<file path="config.mk">
export PLATFORM = sky130hd
export DESIGN_NAME = digi_scan_flat
export DESIGN_NICKNAME = d
export VERILOG_FILES = /design/src/rtl/digi_pkg.sv /design/src/rtl/digi_scan_if.sv /design/src/rtl/digi_tick.sv /design/src/rtl/digi_scan.sv /design/src/flat_wrapper.sv
export SDC_FILE = /design/constraint.sdc
export NUM_CORES = 1
export LEC_CHECK = 0
export ABC_AREA = 1
export BUFFER_PORTS_ARGS = -buffer_cell sky130_fd_sc_hd__buf_4
export CELL_PAD_IN_SITES_DETAIL_PLACEMENT = 1
export CELL_PAD_IN_SITES_GLOBAL_PLACEMENT = 2
export CORE_UTILIZATION = 28
export DETAILED_ROUTE_END_ITERATION = 6
export GPL_ROUTABILITY_DRIVEN = 0
export PLACE_DENSITY = 0.84
export RECOVER_POWER = 50
export SYNTH_ARGS = -nofsm -noshare
export SYNTH_HDL_FRONTEND = slang
export SYNTH_HIERARCHICAL = 1
export SYNTH_SLANG_ARGS = --single-unit
</file>
<file path="constraint.sdc">
create_clock -name clk -period 1.9 [get_ports clk]
set_clock_uncertainty 0.05 [all_clocks]
set_input_delay 0.285 -clock clk [delete_from_list [all_inputs] [get_ports clk]]
set_output_delay 0.285 -clock clk [all_outputs]
set_load 0.02 [all_outputs]
</file>
<file path="src/rtl/digi_pkg.sv">
// Shared constants and helpers for the multiplexed hex display scanner.
// NUM_DIGITS/NIBBLE_W/DIGI_W describe the downstream 7-segment translator format:
//   [11:8] one-hot digit enable, [7:4] zero, [3:0] hex nibble.
package digi_pkg;
  localparam int NUM_DIGITS       = 4;
  localparam int NIBBLE_W         = 4;
  localparam int DIGI_W           = 12;
  localparam int DEFAULT_SCAN_DIV = 50000;

  function automatic logic [NUM_DIGITS-1:0] onehot(input logic [1:0] k);
    return NUM_DIGITS'(1) << k;
  endfunction

  function automatic logic [NIBBLE_W-1:0] nibble(input logic [15:0] v, input logic [1:0] k);
    return v[{k, 2'b00} +: NIBBLE_W];
  endfunction

  // True when digit k and every digit above it are zero.
  function automatic logic lead_zero(input logic [15:0] v, input logic [1:0] k);
    return (v >> {k, 2'b00}) == 16'h0000;
  endfunction
endpackage

</file>
<file path="src/rtl/digi_scan_if.sv">
// Display-scanner bus: control/data from the producer, scan output to the translator.
//   en        : 1 = scanning advances, 0 = freeze
//   value     : four hex digits, digit k = value[4k+3:4k]
//   blank_lz  : 1 = suppress leading-zero digits
//   digi_out  : {onehot enable, 4'b0, nibble}
//   frame_done: one-cycle pulse per completed frame
interface digi_scan_if;
  logic                       en;
  logic [15:0]                value;
  logic                       blank_lz;
  logic [digi_pkg::DIGI_W-1:0] digi_out;
  logic                       frame_done;

  modport master (output en, value, blank_lz, input digi_out, frame_done);
  modport slave  (input en, value, blank_lz, output digi_out, frame_done);
endinterface

</file>
<file path="src/rtl/digi_tick.sv">
// Dwell prescaler: counts enabled cycles 0..SCAN_DIV-1 and fires tick on the last one.
//   clk, reset (sync, active-high), en (count enable), tick (combinational strobe)
module digi_tick #(
  parameter int SCAN_DIV = digi_pkg::DEFAULT_SCAN_DIV
) (
  input  logic clk,
  input  logic reset,
  input  logic en,
  output logic tick
);
  // SCAN_DIV=1 still needs a 1-bit register; it just never leaves 0.
  localparam int PC_W = (SCAN_DIV > 1) ? $clog2(SCAN_DIV) : 1;

  logic [PC_W-1:0] pc_q, pc_d;

  assign tick = en && (pc_q == PC_W'(SCAN_DIV - 1));

  always_comb begin
    pc_d = pc_q;
    if (tick)    pc_d = '0;
    else if (en) pc_d = pc_q + PC_W'(1);
  end

  always_ff @(posedge clk) begin
    if (reset) pc_q <= '0;
    else       pc_q <= pc_d;
  end
endmodule

</file>
<file path="src/rtl/digi_scan.sv">
// Four-digit hex display scanner. Each digit is shown for SCAN_DIV enabled cycles;
// value is snapshotted only at frame wrap so a frame never tears.
//   clk   : clock
//   reset : synchronous active-high reset
//   bus   : digi_scan_if slave (en, value, blank_lz in; digi_out, frame_done out)
module digi_scan
  import digi_pkg::*;
#(
  parameter int SCAN_DIV = DEFAULT_SCAN_DIV
) (
  input  logic        clk,
  input  logic        reset,
  digi_scan_if.slave  bus
);
  logic              tick, wrap;
  logic [1:0]        idx_q, idx_d;
  logic [15:0]       snap_q, snap_d;
  logic [DIGI_W-1:0] digi_q, digi_d;
  logic              fd_q, fd_d;
  logic [NUM_DIGITS-1:0] dig_en;

  digi_tick #(.SCAN_DIV(SCAN_DIV)) u_tick (
    .clk   (clk),
    .reset (reset),
    .en    (bus.en),
    .tick  (tick)
  );

  assign wrap = tick && (idx_q == 2'd3);

  // digi_out is rebuilt from the values being loaded this edge, so the fresh
  // snapshot shows up on digit 0 immediately after the wrap.
  always_comb begin
    idx_d  = idx_q;
    snap_d = snap_q;
    digi_d = digi_q;
    fd_d   = wrap;
    dig_en = '0;
    if (tick) begin
      idx_d = idx_q + 2'd1;
      if (wrap) snap_d = bus.value;
      dig_en = onehot(idx_d);
      if (bus.blank_lz && idx_d != 2'd0 && lead_zero(snap_d, idx_d)) dig_en = '0;
      digi_d = {dig_en, NIBBLE_W'(0), nibble(snap_d, idx_d)};
    end
  end

  always_ff @(posedge clk) begin
    if (reset) begin
      idx_q  <= 2'd0;
      snap_q <= 16'h0000;
      digi_q <= 12'h100;
      fd_q   <= 1'b0;
    end else begin
      idx_q  <= idx_d;
      snap_q <= snap_d;
      digi_q <= digi_d;
      fd_q   <= fd_d;
    end
  end

  assign bus.digi_out   = digi_q;
  assign bus.frame_done = fd_q;
endmodule

</file>
<file path="src/flat_wrapper.sv">
// flat-port wrapper written by rule: the top's interface ports become plain ports
module digi_scan_flat import digi_pkg::*;
#(
  parameter int SCAN_DIV = DEFAULT_SCAN_DIV
)
  (clk, reset, bus_en, bus_value, bus_blank_lz, bus_digi_out, bus_frame_done);
  digi_scan_if bus_i ();
  input  logic clk;
  input  logic reset;
  input wire logic [$bits(bus_i.en)-1:0] bus_en;
  input wire logic [$bits(bus_i.value)-1:0] bus_value;
  input wire logic [$bits(bus_i.blank_lz)-1:0] bus_blank_lz;
  output wire logic [$bits(bus_i.digi_out)-1:0] bus_digi_out;
  output wire logic [$bits(bus_i.frame_done)-1:0] bus_frame_done;
  assign bus_i.en = bus_en;
  assign bus_i.value = bus_value;
  assign bus_i.blank_lz = bus_blank_lz;
  assign bus_digi_out = bus_i.digi_out;
  assign bus_frame_done = bus_i.frame_done;
  digi_scan #(.SCAN_DIV(SCAN_DIV)) u_core (.clk(clk), .reset(reset), .bus(bus_i));
endmodule
</file>
==> results.yml, run 1 <==
status:
  status: "finished, violations left"
  violations: "setup timing"
logic_synthesis:
  synth-seq-cells: 43
  synth.distinct_cells: 31
  synth_fa_ha_area_frac: 0.0330
  ys_seq_area_frac: 0.379
  synth.area.top_cells: "dfxtp_1 38%, nand2_1 16%, nand3_1 8.6%"
  synth_xor_area_frac: 0.0424
  avgSynthCellArea_sq_um: 6.82
  synth_top_area_share: 0.379
  synth_top_cell_by_area: "dfxtp_1"
  yosys-mux-area-fraction: 0.00441
  yosys_warnings: 6
  synthSimpleGateAreaFrac: 0.356
  synth_area_sq_mm: 0.00227
  synth_compound_area_frac: 0.0782
  synth_top_family_by_area: "simple AND/OR/NAND/NOR gates"
  syn_inst: 333
global_route:
  grt_pass1_wl_mm: 12.1
  grt_pass1_vias: 2600
  grtUsageMet2: 0.322
  overflow: 0
  antenna_found_initial: 0
  grt_usage: 0.178
  top_usage_layer: "met2"
  grt_util_met3: 0.0249
  grt_use_met1: 0.223
  grt_max_degree: 23
layout:
  diodes: 0
  drive_gt1_frac: 0.398
  syn2layout_area_growth_pct: 52.8
  design_area_sq_mm: 0.00347
  final_cells: 524
  nNetsFinal: 447
  finish.utilization: 0.445
worst_setup_path:
  cp.arrival_ns: 2.23
  cp-end-kind: "flop"
  crit_buf_inv: 2
  slowest_stage: "dfxtp_2"
  cp.required_ns: 2.03
  max_stage_delay_ns: 0.33
  cp_common_cell: "nand2_1"
  crit_path_start_kind: "flop"
  crit_family: "simple AND/OR/NAND/NOR gates"
  cp_cell_sequence: "nor2_2 > nand2_1 > nor3_2 > nand2_2 > clkinv_4 > nand2_8 > buf_8 > nand2_4 > nand2_4 > nor2_1 > nand2_1 > nand2_1 > nand3_1 > nor2_1 > nand2_2 > nand2_1 > a21oi_2"
  critPathKind: "reg2reg"
  path_max_fanout: 7
die:
  core_area_sq_mm: 0.00781
  initial_utilization: 0.291
  die_h_microns: 92.1
  io_pins: 33
  rows: 32
  die_area_sq_mm: 0.00848
  fp.dieW_microns: 92.1
clock_tree:
  clockBufferDepth: 2
  root_buffer: "clkbuf_8"
  h-tree-depth: 2
  cts_tree: "done"
  clkSinkCount: 43
  clock_latency_ns: 0.30
  numCtsBuffers: 5
  clk_pin_slew_ns: 0.09
  holdBufCountCts: 0
drt:
  vias: 2433
  drc: 0
  firstDrtPassIters: 4
  drt_wl_total_mm: 7.29
  drtIter0Drc: 100
  ant_nets: 0
  wl_per_cell_microns: 13.9
  via_per_inst: 4.64
sta:
  setup_viol: 7
  hold_violations: 0
  maxSlewViolCount: 0
  fin_crit_sh: 1.11
  setup_tns_ns: -0.851
  max_freq_mhz: 476
  finalWorstSetupSlack_ns: -0.201
  rsz0062_at_grt: "true"
  fin_crit_ns: 2.10
power_and_ir_drop:
  switching_share: 0.235
  pwr-share-seq: 0.541
  power.density_mw_per_mm2: 484
  clkPwrFrac: 0.399
  power_frac_comb: 0.059
  cellLeakagePower_nw: 1.54
  switchingPower_mw: 0.396
  vdd_drop_max_mv: 0.250
  p_int_mw: 1.29
placement:
  placed_cells: 505
  pre_cts_ws_ns: -0.217
  portBuffers: 28
  hpwl_mm: 4.98
  placed_cell_area_sq_mm: 0.00297
hold_path:
  holdCritPathClass: "in2reg"
flow_run:
  cap_violations: 0
==> metal layers <==
layer,vias up,part of all wire
met5,-,0
met4,0,0.0082
met3,6,0.029
met2,30,0.51
met1,1176,0.45
li1,1221,-
==> cell families (layout without fill, tap and decap cells) <==
kind of cell    count (synthesis)  in the layout
simple gates                  189            189
buf+inv                        50            136
flops                          43             43
compound gates                 32             32
xor+xnor                       11             11
fa+ha+maj                       6              6
other cells                     1              4
mux                             1              1
==> stage by stage <==
stage               total power, mW  hold slack [ns]
floorplan                     0.983            0.396
global placement               1.02            0.408
detailed placement             1.02            0.416
CTS                            1.70            0.212
global route                   1.75            0.206
finish                         1.68            0.209
==> worst register-to-register path: cells and delay by family (launching register included) <==
kind            cells  cell delay, ns
compound gates      1            0.05
buf+inv             2            0.25
flops               1            0.33
simple gates       14            1.30
==> registers in the layout, summed over array words and instances (netlist names) <==
signal	flops
u_core/snap_q	16
u_core/u_tick/pc_q	16
u_core/bus.frame_done	1
u_core/bus.digi_out	8
u_core/idx_q	2
==> area by class of cell <==
class / instances / area (sq um)
Inverter: 34 / 138
Clock buffer: 7 / 96.3
Sequential cell: 43 / 870
Timing Repair Buffer: 94 / 746
Tap cell: 102 / 128
Fill cell: 989 / 4340
Multi-Input combinational cell: 243 / 1490
Clock inverter: 1 / 6.26
==> repair_timing <==
action / 4_1_cts / 5_1_grt
endpoints found under the hold margin: 0 / 0
cloned: 1 / 0
resized for setup: 54 / 35
setup buffers: 8 / 2
pin swaps: 15 / 17
endpoints found under the setup margin: 7 / 10
==> placed cells by master, fill, tap and decap left out, types with 2 or more instances in the layout <==
| cell | instances |
|---|---|
| xor2_1 | 9 |
| dfxtp_2 | 4 |
| o211ai_1 | 4 |
| nand3_2 | 18 |
| o21ai_0 | 3 |
| nand2_8 | 2 |
| nand4_1 | 3 |
| clkbuf_1 | 9 |
| clkbuf_8 | 7 |
| xnor2_1 | 2 |
| nand2_4 | 7 |
| nand3_1 | 19 |
| ha_1 | 5 |
| nor2_1 | 41 |
| inv_1 | 30 |
| nand2_2 | 26 |
| dfxtp_1 | 38 |
| nor2_2 | 4 |
| buf_4 | 74 |
| conb_1 | 4 |
| buf_6 | 7 |
| buf_8 | 2 |
| nand3_4 | 3 |
| o21ai_4 | 2 |
| nand2_1 | 64 |
| a21oi_1 | 18 |
==> path summary, 6_finish.rpt <==
kind | from | endpoint | slack, ns | cells after the start
max | u_core/u_tick/pc_q[12] | u_core/bus.digi_out[9] | -0.20 | 17
min | bus_value[0] | u_core/snap_q[0] | 0.21 | 3
max reg2reg | u_core/u_tick/pc_q[12] | u_core/bus.digi_out[9] | -0.20 | 17
min reg2reg | u_core/bus.digi_out[11] | u_core/bus.digi_out[11] | 0.43 | 2
==> synth_stat cells (all sizes together) <==
cell,n
nand2,99
nor2,45
dfxtp,43
nand3,40
inv,33
a21oi,19
buf,13
xor2,9
ha,6
o21ai,6
o211ai,4
clkbuf,3
nand4,3
xnor2,2
a31oi,1
clkinv,1
conb,1
mux2i,1
nand3b,1
nor3,1
o21bai,1
o311ai,1
==> power by group through the flow <==
stage                     sequential (mW)  combinational (mW)  clock (mW)
after floorplan                     0.932              0.0507           0
after global routing                0.910               0.109       0.733
after detailed placement            0.931              0.0930           0
after global placement              0.931              0.0914           0
final                               0.910               0.100       0.671
after CTS                           0.910              0.0985       0.693
No activity file was read; power rests on OpenSTA's default activity.
==> run 2, diff against run 1 <==
--- a/config.mk
+++ b/config.mk
@@ -5,16 +5,15 @@
 export SDC_FILE = /design/constraint.sdc
 export NUM_CORES = 1
 export LEC_CHECK = 0
-export ABC_AREA = 1
 export BUFFER_PORTS_ARGS = -buffer_cell sky130_fd_sc_hd__buf_4
 export CELL_PAD_IN_SITES_DETAIL_PLACEMENT = 1
 export CELL_PAD_IN_SITES_GLOBAL_PLACEMENT = 2
-export CORE_UTILIZATION = 28
+export CORE_MARGIN = 2
+export CORE_UTILIZATION = 31
 export DETAILED_ROUTE_END_ITERATION = 6
 export GPL_ROUTABILITY_DRIVEN = 0
-export PLACE_DENSITY = 0.84
+export PLACE_DENSITY = 0.83
 export RECOVER_POWER = 50
 export SYNTH_ARGS = -nofsm -noshare
 export SYNTH_HDL_FRONTEND = slang
-export SYNTH_HIERARCHICAL = 1
 export SYNTH_SLANG_ARGS = --single-unit
==> results.yml, run 2 <==
logic_synthesis:
  synth_top_family_by_area: "simple AND/OR/NAND/NOR gates"
  synth_compound_area_frac: 0.0574
  synth.most_common_cell: "dfxtp_1"
  synth_area_sq_mm: 0.00207
  synth.distinct_cells: 38
  syn_inst: 218
  synth_top_area_share: 0.415
  synth-seq-cells: 43
  synth_fa_ha_area_frac: 0.0362
  synthFlopType: "dfxtp_1"
  async_reset_ff_frac: 0
  avgSynthCellArea_sq_um: 9.50
  synth_top_cell_by_area: "dfxtp_1"
  yosys_warnings: 0
  ys_top_cells_by_count: "43 x dfxtp_1, 39 x nor2_1, 23 x nand2_1, 15 x mux2i_1, 12 x xor2_1"
  synth.area.top_cells: "dfxtp_1 42%, mux2i_1 7.2%, nor2_1 7.1%"
  synthSimpleGateAreaFrac: 0.223
  synth_xor_area_frac: 0.0676
  synth_edf_count: 0
  ys_seq_area_frac: 0.415
  yosys-mux-area-fraction: 0.143
placement:
  portBuffers: 28
  placed_cell_area_sq_mm: 0.00276
  hpwl_mm: 4.26
  pre_cts_ws_ns: -0.809
  placed_cells: 366
clock_tree:
  clkSinkCount: 43
  clock_latency_ns: 0.30
  cts_tree: "done"
  clk_pin_slew_ns: 0.09
  holdBufCountCts: 0
  h-tree-depth: 2
  root_buffer: "clkbuf_8"
  clockBufferDepth: 2
  numCtsBuffers: 5
hold_path:
  holdCritPathClass: "in2reg"
drt:
  via_per_inst: 4.95
  drtIter0Drc: 78
  drt_wl_total_mm: 6.63
  drc: 2
  ant_nets: 0
  vias: 1907
  firstDrtPassIters: 6
  wl_per_cell_microns: 17.2
layout:
  most-common-layout-cells: "65 x buf_4, 41 x dfxtp_1, 34 x nor2_1, 19 x nand2_1, 17 x buf_6"
  final_cells: 385
  design_area_sq_mm: 0.00321
  multi_input_area_sq_mm: 0.00135
  final_common_cell: "buf_4"
  drive_gt1_frac: 0.468
  ff_latch_area_sq_um: 863
  syn2layout_area_growth_pct: 55.1
  finish.utilization: 0.500
  nNetsFinal: 333
  diodes: 0
  fillers: 709
worst_setup_path:
  critPathKind: "reg2reg"
  path_max_fanout: 7
  cp.arrival_ns: 2.84
  crit_path_start_kind: "flop"
  cp.required_ns: 2.04
  cp-end-kind: "flop"
sta:
  fin_crit_ns: 2.70
  max_freq_mhz: 370
  rsz0062_at_grt: "true"
  maxSlewViolCount: 0
  hold_violations: 0
  setup_viol: 42
  setup_tns_ns: -14.60
  fin_hold_ws_ns: 0.178
  finalWorstSetupSlack_ns: -0.804
  fin_crit_sh: 1.42
global_route:
  grt_usage: 0.186
  overflow: 0
  antenna_found_initial: 0
  grt_max_degree: 27
  grt_pass1_wl_mm: 10.5
  grt_pass1_vias: 2051
die:
  fp.dieW_microns: 85.8
  initial_utilization: 0.323
  rows: 29
  core_area_sq_mm: 0.00642
  die_area_sq_mm: 0.00735
  die_h_microns: 85.8
  io_pins: 33
power_and_ir_drop:
  cellLeakagePower_nw: 1.27
  total_power_mw: 1.69
  vdd_drop_max_mv: 0.263
  power.density_mw_per_mm2: 525
flow_run:
  cap_violations: 0
status:
  violations: "DRC, setup timing"
  status: "finished, violations left"
-- run 2: cell count changes after synthesis, sizes merged, moves of 6 or more --
| cell | previous run | this run |
|---|---|---|
| a21oi | 19 | 6 |
| nor2 | 45 | 39 |
| nand2 | 99 | 23 |
| o21ai | 6 | 0 |
| buf | 13 | 6 |
| nor4 | 0 | 8 |
| nand3 | 40 | 8 |
| inv | 33 | 7 |
| mux2i | 1 | 15 |
-- run 2: routing by layer --
metal  global-route usage  up-vias  routed length [microns]
met4               0.0649        0                      120
met3               0.0346        6                      194
li1                     -      927                        -
met5                    0        -                        0
met2                0.324       34                     3290
met1                0.231      940                     3030
-- run 2: critical path, cell delays in order (launching register included) --
cell     delay, ns
dfxtp_2       0.33
or4b_4        0.54
nor4_4        0.31
and2_4        0.25
buf_12        0.17
mux2i_4       0.26
mux4_2        0.30
nand4_1       0.12
a21oi_2       0.17
o22ai_1       0.09
-- run 2: repair_timing --
| action | in CTS | in global routing |
|---|---|---|
| setup buffers | 9 | 5 |
| pin swaps | 4 | 10 |
| setup endpoints to repair | 41 | 43 |
| gates cloned | 1 | 0 |
| gates resized for setup | 43 | 19 |
-- run 2: final timing paths --
kind	depth (start not counted)	slack, ns	end	start
worst min-delay path	3	0.18	u_core.snap_q[2]	bus_value[2]
worst min register to register	2	0.42	u_core.bus.digi_out[9]	u_core.bus.digi_out[9]
worst max register to register	9	-0.80	u_core.bus.digi_out[11]	u_core.u_tick.pc_q[7]
worst max-delay path	9	-0.80	u_core.bus.digi_out[11]	u_core.u_tick.pc_q[7]
-- run 2: cell families after synthesis --
logic type | count (synthesis)
mux | 23
xor+xnor | 16
simple gates | 94
fa+ha+maj | 6
buf+inv | 18
compound gates | 17
flops | 43
other cells | 1
-- run 2: final cells by class --
class                           count  share of cell area
Clock buffer                        7              0.0300
Multi-Input combinational cell    160               0.419
Inverter                            7             0.00817
Sequential cell                    43               0.269
Clock inverter                      1             0.00234
Tap cell                           77              0.0300
Timing Repair Buffer               90               0.242
-- run 2: power by group --
part           total (mW)  switching (mW)  internal, mW
sequential          0.908         0.00292         0.905
clock               0.663           0.332         0.331
combinational       0.118          0.0614        0.0562
total                1.69           0.396          1.29
==> run 3, diff against run 2 <==
--- a/config.mk
+++ b/config.mk
@@ -14,6 +14,7 @@
 export GPL_ROUTABILITY_DRIVEN = 0
 export PLACE_DENSITY = 0.83
 export RECOVER_POWER = 50
+export SETUP_SLACK_MARGIN = 0.2
 export SYNTH_ARGS = -nofsm -noshare
 export SYNTH_HDL_FRONTEND = slang
 export SYNTH_SLANG_ARGS = --single-unit
==> results.yml, run 3 (synthesized netlist as in run 2, its figures left out) <==
power_and_ir_drop:
  pwr-share-seq: 0.513
  cellLeakagePower_nw: 1.45
  p_int_mw: 1.36
  total_power_mw: 1.77
  power_frac_comb: 0.076
  power.density_mw_per_mm2: 498
  switchingPower_mw: 0.412
  clkPwrFrac: 0.411
  switching_share: 0.233
  vdd_drop_max_mv: 0.359
drt:
  drtIter0Drc: 123
  firstDrtPassIters: 6
  drc: 3
  via_per_inst: 5.31
  drt_wl_total_mm: 8.95
  vias: 2146
  ant_nets: 0
  wl_per_cell_microns: 22.1
worst_setup_path:
  slowest_stage: "or4b_4"
  path_max_fanout: 5
  crit_path_start_kind: "flop"
  cp.arrival_ns: 3.07
  cp.required_ns: 2.05
  cp-end-kind: "flop"
  critPathKind: "reg2reg"
  cp_cell_sequence: "or4b_4 > nor4_4 > and2_4 > buf_4 > buf_6 > mux2i_4 > mux4_2 > nand4_1 > a21oi_2 > o22ai_1"
  max_stage_delay_ns: 0.55
global_route:
  grt_pass1_vias: 2243
  antenna_found_initial: 0
  grt_max_degree: 27
  overflow: 0
  grt_usage: 0.215
  grt_pass1_wl_mm: 11.8
placement:
  pre_cts_ws_ns: -0.821
  hpwl_mm: 4.43
  portBuffers: 28
clock_tree:
  numCtsBuffers: 5
  clkSinkCount: 43
  clock_latency_ns: 0.32
  cts_tree: "done"
  holdBufCountCts: 0
  root_buffer: "clkbuf_8"
  clk_pin_slew_ns: 0.09
  h-tree-depth: 2
  clockBufferDepth: 2
sta:
  finalWorstSetupSlack_ns: -1.01
  worstMarginPinSlew_ns: 0.537
  setup_viol: 43
  fin_crit_sh: 1.53
  max_freq_mhz: 343
  maxSlewViolCount: 0
  fin_crit_ns: 2.91
  relSlewSlack: 0.639
  hold_violations: 0
  rsz0062_at_grt: "true"
  fin_hold_ws_ns: 0.191
layout:
  finish.utilization: 0.552
  syn2layout_area_growth_pct: 71.1
  diodes: 0
  final_common_cell: "buf_4"
  drive_gt1_frac: 0.526
  multi_input_area_sq_mm: 0.00142
  nNetsFinal: 353
  most-common-layout-cells: "60 x buf_4, 40 x buf_6, 39 x dfxtp_1, 31 x nor2_1, 17 x nand2_1"
  fillers: 701
  ff_latch_area_sq_um: 866
die:
  initial_utilization: 0.323
  die_h_microns: 85.8
  rows: 29
  core_area_sq_mm: 0.00642
  fp.dieW_microns: 85.8
  io_pins: 33
  die_area_sq_mm: 0.00735
hold_path:
  holdCritPathClass: "in2reg"
flow_run:
  cap_violations: 0
status:
  violations: "DRC, setup timing"
  status: "finished, violations left"
[run 3: worst paths after layout]
check | start | endpoint | slack [ns] | cells after the start
worst min register to register | u_core.bus.digi_out[9] | u_core.bus.digi_out[9] | 0.43 | 2
worst min-delay path | bus_value[2] | u_core.snap_q[2] | 0.19 | 3
worst max-delay path | u_core.u_tick.pc_q[7] | u_core.bus.digi_out[11] | -1.01 | 10
worst max register to register | u_core.u_tick.pc_q[7] | u_core.bus.digi_out[11] | -1.01 | 10
[run 3: cell type report]
| type | count | share of cell area |
|---|---|---|
| sequential | 43 | 0.244 |
| timing repair buffer | 110 | 0.293 |
| clock inverter | 1 | 0.00847 |
| clock buffer | 6 | 0.0205 |
| multi-input combinational | 160 | 0.399 |
| inverter | 7 | 0.00741 |
| tap | 77 | 0.0272 |
[run 3: critical path: cells and delay by family (launching register included)]
family,cells,cell delay (ns)
AOI/OAI and AO/OA,2,0.30
buffers and inverters,2,0.22
DFF,1,0.33
muxes,2,0.61
and+or+nand+nor,4,1.28
[run 3: stage by stage]
step	instances	setup TNS (ns)	cell area (sq um)
finish	404	-20.22	3550
global route	404	-23.30	3550
floorplan	221	-11.19	2130
global placement	364	-6.80	2750
detailed placement	364	-7.86	2750
CTS	388	-12.42	3210
[run 3: timing repair]
action / 4_1_cts / 5_1_grt
endpoints found under the hold margin: 0 / 0
setup endpoints to repair: 43 / 43
pin swaps: 4 / 13
gates cloned: 1 / 0
buffers inserted: 16 / 16
resized for setup: 47 / 51
[run 3: power groups by stage]
stage | sequential (mW) | combinational (mW) | clock, mW
finish | 0.907 | 0.134 | 0.726
global route | 0.908 | 0.141 | 0.758
CTS | 0.907 | 0.116 | 0.713
detailed placement | 0.929 | 0.0954 | 0
global placement | 0.928 | 0.0938 | 0
floorplan | 0.929 | 0.0437 | 0
[run 3: layer usage]
metal  part of all wire  vias up  routed length, microns  track usage
li1                   -      967                       -            -
met1               0.39     1055                    3520        0.232
met2               0.50       89                    4510        0.400
met3              0.052       35                     463       0.0462
met4              0.051        0                     456       0.0952
met5                  0        -                       0            0
